$ cat config.mk
export PLATFORM = sky130hd
export DESIGN_NAME = mem_stage_ctrl
export DESIGN_NICKNAME = d
export VERILOG_FILES = /design/src/rtl/mem_ctrl_pkg.sv /design/src/rtl/mem_ch_mux.sv /design/src/rtl/mem_stage_ctrl.sv
export SDC_FILE = /design/constraint.sdc
export NUM_CORES = 1
export LEC_CHECK = 0
export ABC_CLOCK_PERIOD_IN_PS = 3100
export CAP_MARGIN = 30
export CORE_AREA = 2 2 173 175
export DETAILED_ROUTE_END_ITERATION = 8
export DIE_AREA = 0 0 175 177
export PLACE_DENSITY_LB_ADDON = 0.08
export SLEW_MARGIN = 20
export SYNTH_ARGS = -nofsm -noshare
export SYNTH_HDL_FRONTEND = slang
export SYNTH_SLANG_ARGS = --single-unit
$ cat constraint.sdc
create_clock -name CLK -period 3.1 [get_ports CLK]
set_clock_uncertainty 0.2 [all_clocks]
set_input_delay 0.62 -clock CLK [delete_from_list [all_inputs] [get_ports CLK]]
set_output_delay 0.62 -clock CLK [all_outputs]
set_load 0.01 [all_outputs]
$ cat src/rtl/mem_ctrl_pkg.sv
// Shared types and constants for the memory-stage access controller.
package mem_ctrl_pkg;

    typedef enum logic [1:0] {IDLE, WAIT, DONE} mem_state_t;

    localparam logic [47:0] DEFAULT_ERR_DATA = 48'hDEAD;

    // Width of a channel index; never narrower than one bit.
    function automatic int unsigned chIdxWidth(input int unsigned nCh);
        return (nCh > 1) ? $clog2(nCh) : 1;
    endfunction

endpackage

$ cat src/rtl/mem_ch_mux.sv
// N_CH:1 read-data mux with one-hot request decode and a range check on the selected channel.
module mem_ch_mux #(
    parameter int unsigned N_CH   = 4,
    parameter int unsigned DATA_W = 48,
    parameter int unsigned IDX_W  = 2
) (
    input  logic [IDX_W-1:0]       sel,
    input  logic [N_CH*DATA_W-1:0] chRdata,
    output logic [N_CH-1:0]        oneHot,
    output logic [DATA_W-1:0]      rdata,
    output logic                   legal
);

    localparam int unsigned EXT_W = IDX_W + 1;
    localparam logic [EXT_W-1:0] N_CH_EXT = EXT_W'(N_CH);

    // Extra bit keeps the compare correct when N_CH is a power of two.
    assign legal = {1'b0, sel} < N_CH_EXT;

    always_comb begin
        oneHot = '0;
        rdata  = '0;
        for (int i = 0; i < N_CH; i++) begin
            if (sel == IDX_W'(i)) begin
                oneHot[i] = 1'b1;
                rdata     = chRdata[i*DATA_W +: DATA_W];
            end
        end
    end

endmodule

$ cat src/rtl/mem_stage_ctrl.sv
// Memory-stage access controller: steers one load/store to a channel and stalls the pipeline
// while a handshaked channel is outstanding, with timeout and sticky error reporting.
module mem_stage_ctrl
    import mem_ctrl_pkg::*;
#(
    parameter int unsigned      DATA_W    = 48,
    parameter int unsigned      ADDR_W    = 48,
    parameter int unsigned      N_CH      = 4,
    parameter logic [N_CH-1:0]  FAST_MASK = N_CH'(1),
    parameter int unsigned      TIMEOUT   = 255,
    parameter logic [DATA_W-1:0] ERR_DATA = DATA_W'(DEFAULT_ERR_DATA)
) (
    input  logic                          CLK,
    input  logic                          Reset,
    input  logic                          REQ_VALID,
    input  logic                          REQ_WE,
    input  logic [chIdxWidth(N_CH)-1:0]   REQ_CH,
    input  logic [ADDR_W-1:0]             REQ_ADDR,
    input  logic [DATA_W-1:0]             REQ_WDATA,
    output logic                          STALL,
    output logic                          RSP_VALID,
    output logic [DATA_W-1:0]             RSP_RDATA,
    output logic [N_CH-1:0]               CH_REQ,
    output logic                          CH_WE,
    output logic [ADDR_W-1:0]             CH_ADDR,
    output logic [DATA_W-1:0]             CH_WDATA,
    input  logic [N_CH-1:0]               CH_ACK,
    input  logic [N_CH*DATA_W-1:0]        CH_RDATA,
    input  logic                          ERR_CLR,
    output logic                          ERR
);

    localparam int unsigned IDX_W = chIdxWidth(N_CH);
    localparam int unsigned CNT_W = $clog2(TIMEOUT + 1);
    localparam logic [CNT_W-1:0] CNT_LIMIT = CNT_W'(TIMEOUT);

    mem_state_t        stateQ, stateD;
    logic [IDX_W-1:0]  chQ, chD;
    logic [CNT_W-1:0]  cntQ, cntD;
    logic [DATA_W-1:0] holdQ, holdD;
    logic              errQ, errD, errSet;

    logic [IDX_W-1:0]  muxSel;
    logic [N_CH-1:0]   selOneHot;
    logic [DATA_W-1:0] selRdata;
    logic              selLegal, selFast, selAck;

    // While waiting, the latched channel drives the mux; otherwise the live request does.
    assign muxSel = (stateQ == WAIT) ? chQ : REQ_CH;

    mem_ch_mux #(
        .N_CH   (N_CH),
        .DATA_W (DATA_W),
        .IDX_W  (IDX_W)
    ) uChMux (
        .sel     (muxSel),
        .chRdata (CH_RDATA),
        .oneHot  (selOneHot),
        .rdata   (selRdata),
        .legal   (selLegal)
    );

    assign selFast = |(selOneHot & FAST_MASK);
    assign selAck  = |(selOneHot & CH_ACK);

    assign CH_WE    = REQ_WE;
    assign CH_ADDR  = REQ_ADDR;
    assign CH_WDATA = REQ_WDATA;
    assign ERR      = errQ;

    always_comb begin
        stateD    = stateQ;
        chD       = chQ;
        cntD      = cntQ;
        holdD     = holdQ;
        errSet    = 1'b0;
        STALL     = 1'b0;
        RSP_VALID = 1'b0;
        RSP_RDATA = '0;
        CH_REQ    = '0;
        // Combinational outputs also read as reset values while Reset is held low.
        if (Reset) begin
            unique case (stateQ)
                IDLE: begin
                    if (REQ_VALID) begin
                        if (!selLegal) begin
                            RSP_VALID = 1'b1;
                            RSP_RDATA = ERR_DATA;
                            errSet    = 1'b1;
                        end else if (selFast) begin
                            CH_REQ    = selOneHot;
                            RSP_VALID = 1'b1;
                            RSP_RDATA = selRdata;
                        end else begin
                            CH_REQ = selOneHot;
                            STALL  = 1'b1;
                            chD    = REQ_CH;
                            cntD   = CNT_W'(1);
                            stateD = WAIT;
                        end
                    end
                end
                WAIT: begin
                    CH_REQ = selOneHot;
                    STALL  = 1'b1;
                    if (selAck) begin
                        holdD  = selRdata;
                        stateD = DONE;
                    end else if (cntQ >= CNT_LIMIT) begin
                        holdD  = ERR_DATA;
                        errSet = 1'b1;
                        stateD = DONE;
                    end else if (cntQ != '1) begin
                        cntD = cntQ + CNT_W'(1);
                    end
                end
                DONE: begin
                    RSP_VALID = 1'b1;
                    RSP_RDATA = holdQ;
                    cntD      = '0;
                    stateD    = IDLE;
                end
                default: stateD = IDLE;
            endcase
        end
    end

    // A new error wins over a simultaneous clear.
    always_comb begin
        errD = errQ;
        if (errSet) begin
            errD = 1'b1;
        end else if (ERR_CLR) begin
            errD = 1'b0;
        end
    end

    always_ff @(posedge CLK or negedge Reset) begin
        if (!Reset) begin
            stateQ <= IDLE;
            chQ    <= '0;
            cntQ   <= '0;
            holdQ  <= '0;
            errQ   <= 1'b0;
        end else begin
            stateQ <= stateD;
            chQ    <= chD;
            cntQ   <= cntD;
            holdQ  <= holdD;
            errQ   <= errD;
        end
    end

endmodule

[Word-level counts from Yosys, hierarchy flattened]
Cells that the tools add are included.
Cells by class
  $add $sub $neg: 1
  $mul: 0
  div/mod/pow operators: 0
  $lt $le $gt $ge: 1
  equal/unequal tests: 12
  shifts and indexed selects: 0
  mux-type cells: 43
  bitwise logic cells: 2
  reductions and logical operators: 10
Operators with widths (count)
  48-bit 2-to-1 mux: 9
  48-bit one-hot mux with 2 select lines: 1
  8-bit 2-to-1 mux: 5
  8-bit one-hot mux with 3 select lines: 1
  1-bit 2-to-1 mux: 16
  2-bit 2-to-1 mux: 5
  8-bit by 1-bit adder with 8-bit output (second input constant): 1
  8-bit >= comparator (second input constant): 1
  4-bit 2-to-1 mux: 2
  2-bit inequality test (second input constant): 4
  8-bit inequality test (second input constant): 1
  4-bit one-hot mux with 2 select lines: 1
  4-bit AND reduction: 2
  7-bit AND reduction: 1
  2-bit equality test (second input constant): 3
  4-bit AND: 1
  2-bit by 1-bit equality test with 1-bit output (second input constant): 2
  2-bit zero test: 2
  1-bit one-hot mux with 2 select lines: 2
  2-bit one-hot mux with 2 select lines: 1
  2-bit nonzero test: 2
  4-bit OR reduction: 1
  3-bit by 2-bit inequality test with 1-bit output (second input constant): 1
  3-bit AND reduction: 1
  other kinds (3): 3
Storage, ports and cells
  register bits: 61
  latch bits: 0
  RAM bits: 0
  ROM bits: 0
  input port bits: 299
  word-level logic and storage cells: 74
  memories: 0

[Longest topological paths before layout]
  depth after elaboration: 11
  mapped depth: 10
  gate-level depth less buffers: 7

[Modules after synthesis]
From an unflattened synthesis, not the netlist that was laid out.
Unflattened totals
  cell total of the unflattened synthesis: 500
  area total of the unflattened synthesis: 5287.6 µm²
Modules (own cells, without submodules)
  mem_stage_ctrl: times used 1, cells an instance 434, area an instance 4041.4 µm², sequential area each 1526.5 µm²
  mem_ch_mux: times used 1, cells an instance 66, area an instance 1246.2 µm², sequential area each 0.0 µm²

[Worst setup path before layout]
No wires, ideal clock.
  path kind: register to output
  from: reg stateQ[1]
  to: out RSP_RDATA[11]
  arrival time: 2401 ps
  required time: 2280 ps
  setup slack: -121 ps
  cell stages (with the launch flop): 9
  cells stage by stage: dfrtp_1 > inv_1 > ha_1 > buf_4 > mux2i_2 > buf_6 > mux4_2 > a22oi_1 > nor2_1
Between the ends
  cells in the longest elaborated chain, start to end: 11
Ends and longest elaborated chain
  start: declaration: line mem_stage_ctrl.sv:37  | mem_state_t stateQ, stateD;
  start signal: assignment: line mem_stage_ctrl.sv:146  | stateQ <= stateD;
  2-bit by 1-bit equality test with 1-bit output: line mem_stage_ctrl.sv:49  | assign muxSel = (stateQ == WAIT) ? chQ : REQ_CH;
  2-bit 2-to-1 mux: line mem_stage_ctrl.sv:49
  2-bit zero test: line mem_ch_mux.sv:24  | if (sel == IDX_W'(i)) begin
  48-bit 2-to-1 mux (4 in series): line mem_ch_mux.sv:24
  48-bit 2-to-1 mux: line mem_stage_ctrl.sv:90  | end else if (selFast) begin
  48-bit 2-to-1 mux: line mem_stage_ctrl.sv:85  | if (REQ_VALID) begin
  48-bit one-hot mux with 2 select lines (*): line mem_stage_ctrl.sv:83  | unique case (stateQ)
  48-bit 2-to-1 mux (*): line mem_stage_ctrl.sv:82  | if (Reset) begin
  end: declaration: line mem_stage_ctrl.sv:22  | output logic [DATA_W-1:0] RSP_RDATA,
Mark *: on every way between the ends. The rest lies on a longest branch, timed or not.

[Worst setup path after layout]
  from: reg stateQ[1]
  to: out RSP_RDATA[20]
The elaborated chain is that of the path after synthesis.

==> qor.txt <==
fin crit share = 108%
maxcap violations = 0
Reg2Reg Setup Slack = 0.11 ns
Net Sw Frac = 38.6%
Total Wirelength = 26100 um
Avg Inst Size Synth = 9.36 um2
kind of critical path = register to primary output
Die Y = 177 um
Yosys warnings = 0
clock transition time at the flip-flop clock pins of the worst setup and hold paths = 0.06 ns
reg2reg start = stateQ[0]$_DFFE_PN0P_
cell area power density = 819 nW/um2
cts hold-fix bufs = 0
global-route wire length before repair = 36800 um
initial antenna violation count = 0
largest net degree at the start of global routing = 35
Syn Nets = 876
die span in x = 175 um
pre-CTS WS = -0.710 ns
total gr overflow = 0
Max clock buf depth = 2
Clk network pwr share = 14.5%
setup ws final = -0.245 ns
Layout fillers = 2977
failing checks = negative setup slack
Hold Fails Final Rpt = 0
Routed Antenna Nets = 0
Final nets = 1156
final setup TNS = -7.47 ns
Area growth syn-to-layout = 82.0%
Vias = 5786
CP endpoint kind = primary output
Root Buffer = clkbuf_16
Initial Utilization = 18.3%
Yosys reg bits = 61
Placer Congestion = 0.754
worst slew pin tran = 0.582 ns
RSZ-0062 raised after global routing = true
Psw = 0.00308 W
Mapped Cells = 572
Core ar. = 29200 um2
Leak = 3.93 nW
clock latency on the worst-skew pair = 0.34 ns
cells on worst reg2reg path = 12
max-slew violation count = 0
worst r2r dst = holdQ[43]$_DFFE_PN0P_
maximum vdd drop = 0.311 mV
via-per-instance ratio = 4.64
Overall Global Routing Usage = 15.8%
Post-route DRC = 0
Final min period = 3.35 ns
diode count = 0
Fmax = 0.299 GHz
Synth Cell Area = 5360 um2
Final Util = 33.3%
sequential area share after synthesis = 28.5%
boundary pin count = 451
Final setup viols = 47
vias in the first global route = 6196
routed len/inst = 20.9 um
Buffers on Ports = 256
clk sinks = 61
row count = 63
Die ar. = 31000 um2
worst endpoint data arrival time = 2.53 ns
Worst EP required = 2.28 ns
Reg power frac = 18.3%
Min-Delay Path Class = input pin to asynchronous set/reset pin
Post-synth EDFFs = 0
Top FF cell, synth = dfrtp_1
share of cells above drive strength 1 = 40.6%
startpoint type of the worst setup path = register
combinational share of power = 67.3%
fraction of registers with async set/reset = 100%
TritonCTS clock tree = built
outcome = finished, violations left
distinct cell type count after synthesis = 48
DRT Pass-1 Iters = 4
Starting DRT DRC Count = 208
Slew HR = 61.1%
Internal = 0.00490 W
detailed placer's ending HPWL = 17600 um
H-tree Lvls = 3
CTS Buf Count = 9
crit-path max FO = 6
## per-layer routing
layer	vias up	global-route usage [%]	share of wire, %
met3	54	4.81	7.1
met4	0	5.97	2.5
li1	2605	-	-
met5	-	0	0
met2	271	27.6	51
met1	2856	18.0	40
## worst max-delay path: stages, from the launching register on
cell and delay [ns]:
dfrtp_1 0.39, inv_2 0.08, ha_4 0.15, mux2i_4 0.25, buf_8 0.17, buf_12 0.14
buf_12 0.11, mux4_2 0.51, a22oi_2 0.16, nor2_1 0.07, buf_2 0.14
## layout make-up
cell class	instances	area [um2]	area share (%)
inverters	8	30.0	0.308
repair buffers	412	4020	41.3
clock buffers	10	239	2.45
well taps	390	488	5.01
multi-input cells	360	3350	34.4
clock inverters	6	86.3	0.886
flip-flops and latches	61	1530	15.7
## power by group through the flow
stage / clock network, W / registers [W] / logic, W
final: 0.00115 / 0.00146 / 0.00537
after detailed placement: 0 / 0.00141 / 0.00394
after CTS: 0.00119 / 0.00143 / 0.00483
after global placement: 0 / 0.00141 / 0.00392
after global routing: 0.00123 / 0.00151 / 0.00576
after floorplan: 0 / 0.00134 / 0.00228
## kinds of logic after synthesis
logic type	after synthesis	synth area share (%)
simple gates	160	13.5
compound gates	145	20.5
flops	61	28.5
buf+inv	151	18.3
mux	50	18.0
fa+ha+maj	5	1.17
## synth_stat cells, types with 3 or more instances
master     count  area [um2]
mux2_2         5        56.3
o21a_1         4        30.0
a22oi_1       48         360
nor2_1        60         225
nand2_1       48         180
buf_4         99         743
nand3b_1       4        30.0
nor3_1        11        55.1
dfrtp_1       61        1530
a21oi_1        6        30.0
nand3_1       13        65.1
a22o_1        27         236
a31oi_1       10        62.6
and2_1         3        18.8
clkbuf_1      28         105
nand4_1        3        18.8
ha_1           5        62.6
buf_6          4        45.0
o2111ai_1      3        26.3
o21ai_0       13        65.1
inv_1          8        30.0
o22a_1        13         114
o211ai_1       6        45.0
or4_1          3        22.5
mux2i_2        4        55.1
and4_1         3        26.3
buf_2         11        55.1
o2bb2ai_1      4        35.0
mux4_2        35         788
mux2i_1        5        50.1
## placed cells by master (no fill, tap or decap), types with 8 or more instances in the layout
cell type,Yosys,layout
buf_12,0,22
o22a_1,13,13
nand2_1,48,45
buf_2,11,48
nor2_1,60,60
buf_6,4,29
clkdlybuf4s50_1,0,199
a22o_1,27,27
a22oi_2,0,41
clkbuf_16,0,14
buf_4,99,96
dfrtp_1,61,61
nand3_1,13,10
o21ai_0,13,8
mux4_2,35,35
## worst max-delay path by stage
| stage | start | end | cells after the start |
|---|---|---|---|
| finish | stateQ[1]$_DFFE_PN0P_ | RSP_RDATA[20] | 10 |
| global route | stateQ[1]$_DFFE_PN0P_ | RSP_RDATA[12] | 10 |
| CTS | stateQ[1]$_DFFE_PN0P_ | RSP_RDATA[42] | 10 |
| detailed placement | REQ_CH[0] | RSP_RDATA[8] | 10 |
| global placement | REQ_CH[0] | RSP_RDATA[8] | 10 |
| floorplan | stateQ[1]$_DFFE_PN0P_ | RSP_RDATA[11] | 8 |
## through the flow
step	total power (W)	cells	hold WS, ns	cell area [um2]
3_3_place_gp	0.00533	1150	0.266	8240
3_5_place_dp	0.00535	1150	0.274	8240
5_1_grt	0.00850	1247	0.157	9740
6_report	0.00798	1247	0.137	9740
2_1_floorplan	0.00363	572	0.124	5360
4_1_cts	0.00746	1213	0.143	9160
## sequential cells by signal, summed over array words and instances (netlist names)
register	flops
ERR	1
chQ	2
cntQ	8
holdQ	48
stateQ	2
## repair_timing
| action | in CTS | in global routing |
|---|---|---|
| cloned | 4 | 6 |
| pin swaps | 43 | 36 |
| gates resized for setup | 288 | 69 |
| endpoints found under the setup margin | 54 | 83 |
| setup buffers | 43 | 34 |
Power figures use the tool's default switching activity.
